===== src/rtl/multicycle_ctrl_fsm_if.sv =====
// ---------------------------------------------------------------------------
// multicycle_ctrl_fsm_if
//   Bundles the signals between the multicycle control sequencer and the
//   datapath / memory handshake.
//
//   Signal prefixes are relative to the controller: i_* go into it, o_* come
//   out of it.
//     i_opcode       [3:0]        IR[15:12], valid from DECODE onward
//     i_zero                      ALU zero flag, sampled in EXEC
//     i_mem_ready                 memory completes access this cycle
//     o_sel_a        [3:0]        one-hot PC/ALU-A source select
//     o_sel_b        [2:0]        one-hot ALU-B source select
//     o_sel_c        [5:0]        one-hot writeback source select
//     o_pc_write, o_ir_write, o_reg_write, o_mem_read, o_mem_write
//                                 datapath strobes
//     o_retire                    1-cycle pulse in the last cycle of an instruction
//     o_retire_count [RCNT_W-1:0] retired-instruction count (wraps)
//     o_fault                     1-cycle pulse on memory timeout / trap
//     o_halted                    high while halted
//
//   Modports: master = the controller, slave = the datapath side.
// ---------------------------------------------------------------------------
interface multicycle_ctrl_fsm_if #(
    parameter int RCNT_W = 16
);
    logic [3:0]        i_opcode;
    logic              i_zero;
    logic              i_mem_ready;
    logic [3:0]        o_sel_a;
    logic [2:0]        o_sel_b;
    logic [5:0]        o_sel_c;
    logic              o_pc_write;
    logic              o_ir_write;
    logic              o_reg_write;
    logic              o_mem_read;
    logic              o_mem_write;
    logic              o_retire;
    logic [RCNT_W-1:0] o_retire_count;
    logic              o_fault;
    logic              o_halted;

    modport master (
        input  i_opcode, i_zero, i_mem_ready,
        output o_sel_a, o_sel_b, o_sel_c,
        output o_pc_write, o_ir_write, o_reg_write, o_mem_read, o_mem_write,
        output o_retire, o_retire_count, o_fault, o_halted
    );

    modport slave (
        output i_opcode, i_zero, i_mem_ready,
        input  o_sel_a, o_sel_b, o_sel_c,
        input  o_pc_write, o_ir_write, o_reg_write, o_mem_read, o_mem_write,
        input  o_retire, o_retire_count, o_fault, o_halted
    );
endinterface


===== src/rtl/multicycle_ctrl_fsm.sv =====
// ---------------------------------------------------------------------------
// multicycle_ctrl_fsm
//   Multicycle control sequencer. Steps each instruction through
//   FETCH / DECODE / EXEC / MEM / WB and drives the one-hot mux selects and
//   datapath strobes. Memory waits in FETCH and MEM are bounded by STALL_MAX;
//   on timeout a Fault pulse is issued and the sequencer restarts in FETCH.
//
// Parameters
//   STALL_MAX  wait cycles tolerated with MemReady low before abort (1..255)
//   RCNT_W     width of the retired-instruction counter
//
// Ports
//   i_clk      clock, all state updates on the rising edge
//   i_rst      synchronous active-high reset; forces every output to 0
//   bus        multicycle_ctrl_fsm_if.master (opcode/zero/mem_ready in,
//              selects, strobes, retire/count, fault, halted out)
//
// Build option
//   ILLEGAL_OP_TRAP_EN  defined: illegal opcodes go DECODE -> TRAP (Fault
//                       pulse) -> HALT. Undefined: illegal opcodes behave as
//                       NOP and TRAP is unreachable.
// ---------------------------------------------------------------------------
module multicycle_ctrl_fsm #(
    parameter int STALL_MAX = 15,
    parameter int RCNT_W    = 16
) (
    input  logic                  i_clk,
    input  logic                  i_rst,
    multicycle_ctrl_fsm_if.master bus
);

    typedef enum logic [2:0] {
        S_FETCH  = 3'd0,
        S_DECODE = 3'd1,
        S_EXEC   = 3'd2,
        S_MEM    = 3'd3,
        S_WB     = 3'd4,
        S_TRAP   = 3'd5,
        S_HALT   = 3'd6
    } state_t;

    localparam logic [3:0] OP_NOP   = 4'h0;
    localparam logic [3:0] OP_ALUR  = 4'h1;
    localparam logic [3:0] OP_ALUI  = 4'h2;
    localparam logic [3:0] OP_LOAD  = 4'h3;
    localparam logic [3:0] OP_STORE = 4'h4;
    localparam logic [3:0] OP_BEQ   = 4'h5;
    localparam logic [3:0] OP_JUMP  = 4'h6;
    localparam logic [3:0] OP_HALT  = 4'hF;

    localparam logic [7:0] STALL_LIMIT = 8'(STALL_MAX);

    function automatic logic op_is_legal(input logic [3:0] op);
        return (op <= OP_JUMP) || (op == OP_HALT);
    endfunction

    // Registers
    state_t            r_state;
    logic [3:0]        r_op;
    logic [7:0]        r_wait;
    logic [RCNT_W-1:0] r_count;

    // Next-state / decoded outputs
    state_t            w_state_next;
    logic              w_stall;
    logic              w_timeout;
    logic [3:0]        w_sel_a;
    logic [2:0]        w_sel_b;
    logic [5:0]        w_sel_c;
    logic              w_pc_write;
    logic              w_ir_write;
    logic              w_reg_write;
    logic              w_mem_read;
    logic              w_mem_write;
    logic              w_retire;
    logic              w_fault;
    logic              w_halted;

    // r_wait holds the number of stall cycles already spent in this state,
    // so the abort happens on the cycle after STALL_MAX stalls if MemReady
    // is still low.
    assign w_timeout = (r_wait == STALL_LIMIT);

    always_ff @(posedge i_clk) begin
        if (i_rst) begin
            r_state <= S_FETCH;
            r_op    <= OP_NOP;
            r_wait  <= '0;
            r_count <= '0;
        end else begin
            r_state <= w_state_next;
            r_wait  <= w_stall ? r_wait + 8'd1 : 8'd0;
            if (r_state == S_DECODE) begin
                r_op <= bus.i_opcode;
            end
            if (w_retire) begin
                r_count <= r_count + RCNT_W'(1);
            end
        end
    end

    always_comb begin
        w_state_next = r_state;
        w_stall      = 1'b0;
        w_sel_a      = '0;
        w_sel_b      = '0;
        w_sel_c      = '0;
        w_pc_write   = 1'b0;
        w_ir_write   = 1'b0;
        w_reg_write  = 1'b0;
        w_mem_read   = 1'b0;
        w_mem_write  = 1'b0;
        w_retire     = 1'b0;
        w_fault      = 1'b0;
        w_halted     = 1'b0;

        case (r_state)
            S_FETCH: begin
                w_mem_read = 1'b1;
                w_sel_a    = 4'b0001;
                if (bus.i_mem_ready) begin
                    w_ir_write   = 1'b1;
                    w_pc_write   = 1'b1;
                    w_state_next = S_DECODE;
                end else if (w_timeout) begin
                    w_fault      = 1'b1;
                    w_state_next = S_FETCH;
                end else begin
                    w_stall = 1'b1;
                end
            end

            S_DECODE: begin
                // Branch target is precomputed here regardless of opcode.
                w_sel_a = 4'b0010;
                if (bus.i_opcode == OP_HALT) begin
                    w_state_next = S_HALT;
                end else if (!op_is_legal(bus.i_opcode)) begin
`ifdef ILLEGAL_OP_TRAP_EN
                    w_state_next = S_TRAP;
`else
                    w_state_next = S_EXEC;
`endif
                end else begin
                    w_state_next = S_EXEC;
                end
            end

            S_EXEC: begin
                case (r_op)
                    OP_ALUR: begin
                        w_sel_b      = 3'b001;
                        w_state_next = S_WB;
                    end
                    OP_ALUI: begin
                        w_sel_b      = 3'b010;
                        w_state_next = S_WB;
                    end
                    OP_LOAD, OP_STORE: begin
                        w_sel_b      = 3'b010;
                        w_state_next = S_MEM;
                    end
                    OP_BEQ: begin
                        w_sel_b      = 3'b001;
                        w_sel_a      = 4'b0100;
                        w_pc_write   = bus.i_zero;
                        w_retire     = 1'b1;
                        w_state_next = S_FETCH;
                    end
                    OP_JUMP: begin
                        w_sel_a      = 4'b1000;
                        w_pc_write   = 1'b1;
                        w_retire     = 1'b1;
                        w_state_next = S_FETCH;
                    end
                    default: begin
                        // NOP, and illegal opcodes when trapping is off.
                        w_retire     = 1'b1;
                        w_state_next = S_FETCH;
                    end
                endcase
            end

            S_MEM: begin
                w_mem_read  = (r_op == OP_LOAD);
                w_mem_write = (r_op != OP_LOAD);
                if (bus.i_mem_ready) begin
                    if (r_op == OP_LOAD) begin
                        w_state_next = S_WB;
                    end else begin
                        w_retire     = 1'b1;
                        w_state_next = S_FETCH;
                    end
                end else if (w_timeout) begin
                    w_fault      = 1'b1;
                    w_state_next = S_FETCH;
                end else begin
                    w_stall = 1'b1;
                end
            end

            S_WB: begin
                w_reg_write  = 1'b1;
                w_retire     = 1'b1;
                w_sel_c      = (r_op == OP_LOAD) ? 6'b100000 : 6'b000001;
                w_state_next = S_FETCH;
            end

            S_TRAP: begin
                w_fault      = 1'b1;
                w_state_next = S_HALT;
            end

            S_HALT: begin
                w_halted = 1'b1;
            end

            default: begin
                w_state_next = S_FETCH;
            end
        endcase
    end

    // Reset masks every output so an instruction interrupted mid-flight
    // cannot leave a partial write on the datapath.
    assign bus.o_sel_a        = i_rst ? 4'b0 : w_sel_a;
    assign bus.o_sel_b        = i_rst ? 3'b0 : w_sel_b;
    assign bus.o_sel_c        = i_rst ? 6'b0 : w_sel_c;
    assign bus.o_pc_write     = ~i_rst & w_pc_write;
    assign bus.o_ir_write     = ~i_rst & w_ir_write;
    assign bus.o_reg_write    = ~i_rst & w_reg_write;
    assign bus.o_mem_read     = ~i_rst & w_mem_read;
    assign bus.o_mem_write    = ~i_rst & w_mem_write;
    assign bus.o_retire       = ~i_rst & w_retire;
    assign bus.o_fault        = ~i_rst & w_fault;
    assign bus.o_halted       = ~i_rst & w_halted;
    assign bus.o_retire_count = i_rst ? '0 : r_count;

endmodule


===== src/flat_wrapper.sv =====
// flat-port wrapper written by rule: the top's interface ports become plain ports
module multicycle_ctrl_fsm_flat 
#(
    parameter int STALL_MAX = 15,
    parameter int RCNT_W    = 16
)
  (i_clk, i_rst, bus_i_opcode, bus_i_zero, bus_i_mem_ready, bus_o_sel_a, bus_o_sel_b, bus_o_sel_c, bus_o_pc_write, bus_o_ir_write, bus_o_reg_write, bus_o_mem_read, bus_o_mem_write, bus_o_retire, bus_o_retire_count, bus_o_fault, bus_o_halted);
  multicycle_ctrl_fsm_if #(.RCNT_W(RCNT_W)) bus_i ();
  input  logic i_clk;
  input  logic i_rst;
  input wire logic [$bits(bus_i.i_opcode)-1:0] bus_i_opcode;
  input wire logic [$bits(bus_i.i_zero)-1:0] bus_i_zero;
  input wire logic [$bits(bus_i.i_mem_ready)-1:0] bus_i_mem_ready;
  output wire logic [$bits(bus_i.o_sel_a)-1:0] bus_o_sel_a;
  output wire logic [$bits(bus_i.o_sel_b)-1:0] bus_o_sel_b;
  output wire logic [$bits(bus_i.o_sel_c)-1:0] bus_o_sel_c;
  output wire logic [$bits(bus_i.o_pc_write)-1:0] bus_o_pc_write;
  output wire logic [$bits(bus_i.o_ir_write)-1:0] bus_o_ir_write;
  output wire logic [$bits(bus_i.o_reg_write)-1:0] bus_o_reg_write;
  output wire logic [$bits(bus_i.o_mem_read)-1:0] bus_o_mem_read;
  output wire logic [$bits(bus_i.o_mem_write)-1:0] bus_o_mem_write;
  output wire logic [$bits(bus_i.o_retire)-1:0] bus_o_retire;
  output wire logic [$bits(bus_i.o_retire_count)-1:0] bus_o_retire_count;
  output wire logic [$bits(bus_i.o_fault)-1:0] bus_o_fault;
  output wire logic [$bits(bus_i.o_halted)-1:0] bus_o_halted;
  assign bus_i.i_opcode = bus_i_opcode;
  assign bus_i.i_zero = bus_i_zero;
  assign bus_i.i_mem_ready = bus_i_mem_ready;
  assign bus_o_sel_a = bus_i.o_sel_a;
  assign bus_o_sel_b = bus_i.o_sel_b;
  assign bus_o_sel_c = bus_i.o_sel_c;
  assign bus_o_pc_write = bus_i.o_pc_write;
  assign bus_o_ir_write = bus_i.o_ir_write;
  assign bus_o_reg_write = bus_i.o_reg_write;
  assign bus_o_mem_read = bus_i.o_mem_read;
  assign bus_o_mem_write = bus_i.o_mem_write;
  assign bus_o_retire = bus_i.o_retire;
  assign bus_o_retire_count = bus_i.o_retire_count;
  assign bus_o_fault = bus_i.o_fault;
  assign bus_o_halted = bus_i.o_halted;
  multicycle_ctrl_fsm #(.STALL_MAX(STALL_MAX), .RCNT_W(RCNT_W)) u_core (.i_clk(i_clk), .i_rst(i_rst), .bus(bus_i));
endmodule

===== config.mk =====
export PLATFORM = sky130hd
export DESIGN_NAME = multicycle_ctrl_fsm_flat
export DESIGN_NICKNAME = d
export VERILOG_FILES = /design/src/rtl/multicycle_ctrl_fsm_if.sv /design/src/rtl/multicycle_ctrl_fsm.sv /design/src/flat_wrapper.sv
export SDC_FILE = /design/constraint.sdc
export NUM_CORES = 1
export LEC_CHECK = 0
export CAP_MARGIN = 20
export CORE_MARGIN = 5
export CORE_UTILIZATION = 50
export DETAILED_ROUTE_END_ITERATION = 6
export GPL_TIMING_DRIVEN = 0
export PLACE_DENSITY = 0.8
export SETUP_SLACK_MARGIN = 0.5
export SLEW_MARGIN = 20
export SYNTH_ARGS = -nofsm -noshare
export SYNTH_HDL_FRONTEND = slang
export SYNTH_SLANG_ARGS = --single-unit

===== constraint.sdc =====
create_clock -name i_clk -period 2.3 [get_ports i_clk]
set_clock_uncertainty 0.1 [all_clocks]
set_input_delay 0.575 -clock i_clk [delete_from_list [all_inputs] [get_ports i_clk]]
set_output_delay 0.575 -clock i_clk [all_outputs]
set_load 0.03 [all_outputs]

# Yosys cells after proc, flatten, opt, wreduce, memory -nomap -nowiden
# Cells that the tools add are included.
# classes
mux,35
bitwise,10
n_reduce_logical,8
eq_ne,15
n_addsub,2
# ops
op,count
$mux 3,7
$mux 6,3
$pmux 3 s6,1
$add 16x1->16 const B,1
$mux 16,1
$mux 1,13
$eq 4x3->1 const B,3
$pmux 4 s3,1
$reduce_or 2->1,5
$eq 3x3->1 const B,3
$add 8x1->8 const B,1
$and 1x1->1,8
$eq 4x2->1 const B,2
$eq 8x4->1 const B,1
$pmux 1 s2,4
$pmux 4 s2,1
$eq 3x2->1 const B,2
$pmux 3 s2,1
$eq 4x1->1 const B,1
$eq 4x4->1 const B,1
$mux 4,1
$ne 4x2->1 const B,1
$pmux 2 s2,1
$reduce_or 4->1,1
5 further kinds,6
# totals
input_bits,8
wordCells,74
reg_bits,31

# Depth between registers and ports, before layout
# logic_depth
word_depth,6
ltp_mapped,6

# Worst setup path after synthesis
# No wires, ideal clock.
# synth_path
kind,input to output
from,input port i_rst
to,output port bus_o_pc_write
arrival_ps,2506
required_ps,1625
path_buffers,1
setup_slack_ps,-881
path_stages,4
path_cell_list,clkbuf_1 > nor4_1 > and2_1 > o21bai_1
# synth_between
elab_chain_len,2
# synth_rtl
element,line,rtl
start: declaration,flat_wrapper.sv:10,input logic i_rst;
$not 1->1,multicycle_ctrl_fsm.sv:229,assign bus.o_pc_write = ~i_rst & w_pc_write;
$and 1x1->1,multicycle_ctrl_fsm.sv:229,
end: declaration,flat_wrapper.sv:17,output wire logic [$bits(bus_i.o_pc_write)-1:0] bus_o_pc_write;
# No other way between the ends.

# Worst setup path in the final report
# layout_path
from,input port bus_i_mem_ready
to,output port bus_o_retire
# layout_between
elab_chain_len,3
# layout_rtl
element,line,rtl
start: declaration,flat_wrapper.sv:13,input wire logic [$bits(bus_i.i_mem_ready)-1:0] bus_i_mem_ready;
$mux 1,multicycle_ctrl_fsm.sv:187,if (bus.i_mem_ready) begin
$pmux 1 s3,multicycle_ctrl_fsm.sv:117,case (r_state)
$and 1x1->1,multicycle_ctrl_fsm.sv:234,assign bus.o_retire = ~i_rst & w_retire;
end: declaration,flat_wrapper.sv:22,output wire logic [$bits(bus_i.o_retire)-1:0] bus_o_retire;
# No other way between the ends.

==> flow_summary.toml <==
[outcome]
status = "finished with violations"
violations = "setup timing"

[cts]
cts_buffer_depth = 2
numCtsBuffers = 5
cts_tree = "built"
clock_latency_ps = 310
cts_sinks = 31
cts_hold_buffers = 0
cts_root_buf = "clkbuf_8"
clk_pin_slew_worst_paths_ps = 70
htree_levels = 2

[power_and_ir_drop]
p_sw_mw = 0.472
p_int_mw = 0.993
swShare_pct = 32.2
powerDensity_nw_per_um2 = 403
sequentialPowerShare_pct = 38.3
p_leak_nw = 1.37
power_mw = 1.47
peakVddDrop_mv = 0.515
combPwrFrac_pct = 26.0
power.share.clock_pct = 35.8

[placement]
place_ws_ps = -1100
portBuffers = 38
dp.cells = 330
gp_congestion = 0.767
dp_hpwl_mm = 3.61

[timing]
rsz0062_at_grt = "true"
layout_setup_ws_ps = -263
slew_violations = 0
finalSetupViolCount = 14
finalCritPeriodShare_pct = 111
tns_ps = -1430
fmax_mhz = 390
min_period_ps = 2560
holdWs_ps = 463
slew_headroom_pct = 60.6
finalHoldViolCount = 0
worst_pin_slew_ps = 587

[global_route]
globalRouteTotalUtil_pct = 27.3
grt_util_met3_pct = 5.26
grt_busiest_layer = "met2"
grt_max_degree = 11
antenna_found_initial = 0
use_met1_pct = 31.6
grt_pass1_wl_mm = 11.1
overflow = 0
met2_usage_pct = 49.1
grt_pass1_vias = 2239

[detailed_routing]
route.detailed.wl_per_inst_microns = 29.4
initialDrtViolationCount = 471
ant_nets = 0
drc = 0
vias = 2710
viasPerCell = 7.08
first_pass_iters = 5
routed_wl_mm = 11.3

[synthesis]
synth-seq-cells = 31
synth_edf_count = 0
synth_cells = 240
synth_area_per_cell_sq_um = 8.15
ys_types = 48
ys_seq_area_share_pct = 31.7
yosys_warnings = 0
async_reset_ff_share_pct = 0
ys.flop_type = "dfxtp_1"
syn-cell-area_sq_um = 1960

[die]
rows = 22
die-area_sq_um = 5260
num_io_pins = 45
start_util_pct = 52.6
core_sq_um = 3720
die_h_microns = 72.5
die_w_microns = 72.5

[job]
max-cap-violations = 0

[finish]
fin_nets = 344
syn2layout_area_growth_pct = 86.1
fill_cells = 45
antenna_cells = 0
layoutNonFillerInstCount = 383
layout-drive-gt1-share_pct = 55.5

[setup_path]
cp_max_fo = 10
required_ps = 1620
critPathLaunchType = "primary input"
critPathKind = "in2out"
cp.arrival_ps = 1890
end_kind = "output pin"

[min_path]
hold_class = "reg2reg"
-- cells by family after synthesis --
family / after synthesis / synth area share (%)
AND/OR/NAND/NOR: 117 / 32.6
AO/OA/AOI/OAI: 42 / 16.1
flip-flops: 31 / 31.7
buffers and inverters: 24 / 5.82
multiplexers: 17 / 9.60
XOR/XNOR: 6 / 2.69
adder cells (fa/ha/maj): 2 / 1.28
other: 1 / 0.192
-- placed cells by master, fill, tap and decap left out, types with 3 or more instances in the layout --
master	count
conb_1	5
nor2b_2	5
nand2b_1	6
o21ai_0	4
and4_1	3
nand3_1	6
clkbuf_16	6
nor2_1	30
nor2_4	5
nor2b_4	13
buf_4	36
xnor2_1	4
nor2b_1	4
buf_2	6
and3_1	3
dfxtp_1	22
nor3_1	3
mux2_4	10
nand3b_1	3
a21oi_1	5
clkbuf_8	9
clkdlybuf4s50_1	5
buf_6	37
nand2_1	8
dfxtp_2	3
inv_1	4
a21oi_4	11
nand4_1	6
o21ai_1	3
mux2i_1	3
mux2_1	4
buf_12	3
dfxtp_4	6
-- critical path, cell delays in order --
cell,delay (ps)
clkdlybuf4s15_2,300
nand4b_1,220
o22a_4,260
buf_6,180
a21oi_4,180
buf_6,150
-- worst paths after layout --
| kind | start | to | slack (ps) | depth (start not counted) |
|---|---|---|---|---|
| max | bus_i_mem_ready | bus_o_retire | -260 | 6 |
| min | u_core.r_wait[0] | u_core.r_wait[0] | 460 | 2 |
| max reg2reg | u_core.r_op[0] | u_core.r_count[4] | -130 | 9 |
| min reg2reg | u_core.r_wait[0] | u_core.r_wait[0] | 460 | 2 |
-- sequential cells by signal, indices dropped and copies added (netlist names) --
signal / count
u_core.r_count: 16
u_core.r_op: 4
u_core.r_wait: 8
u_core.r_state: 3
-- metal layers --
| metal | wire (microns) | vias up |
|---|---|---|
| li1 | - | 1015 |
| met1 | 3860 | 1281 |
| met2 | 5150 | 296 |
| met3 | 1330 | 118 |
| met4 | 922 | 0 |
| met5 | 0 | - |
-- area by class of cell --
cell class	count	area [sq um]	area share, %
Multi-Input combinational cell	189	1740	47.9
Timing Repair Buffer	83	803	22.1
Sequential cell	31	647	17.8
Buffer	19	259	7.12
Clock buffer	7	96.3	2.65
Tap cell	48	60.1	1.65
Inverter	5	21.3	0.585
Clock inverter	1	7.51	0.206
-- repair_timing --
| action | 4_1_cts | 5_1_grt |
|---|---|---|
| setup buffers | 28 | 16 |
| cloned | 1 | 0 |
| gates resized for setup | 235 | 82 |
| pin swaps | 13 | 18 |
| endpoints found under the setup margin | 49 | 42 |
-- cell usage after synthesis (5+ instances only) --
cell type,n,area share (%)
a21oi_1,11,2.8
a21oi_2,7,3.1
buf_4,6,2.3
clkbuf_1,10,1.9
dfxtp_1,31,32
inv_1,5,0.96
mux2_1,14,8.1
nand2_1,9,1.7
nand2b_1,6,1.9
nand3_1,9,2.3
nand4_1,6,1.9
nor2_1,35,6.7
nor2b_1,22,7.0
nor3_1,7,1.8
o21ai_0,6,1.5
-- power by group through the flow --
stage               Sequential (mW)  Clock [mW]  Combinational (mW)
floorplan                     0.571           0               0.168
global placement              0.575           0               0.217
detailed placement            0.575           0               0.219
CTS                           0.558       0.494               0.290
global route                  0.560       0.541               0.388
finish                        0.561       0.524               0.381
-- per-stage QoR --
| stage | instance area, sq um | utilization (%) |
|---|---|---|
| 2_1_floorplan | 2330 | - |
| 3_3_place_gp | 2770 | 74.6 |
| 3_5_place_dp | 2770 | 74.6 |
| 4_1_cts | 3230 | 87.0 |
| 5_1_grt | 3640 | 97.9 |
| 6_report | 3640 | 97.9 |
No activity file was read; power rests on OpenSTA's default activity.
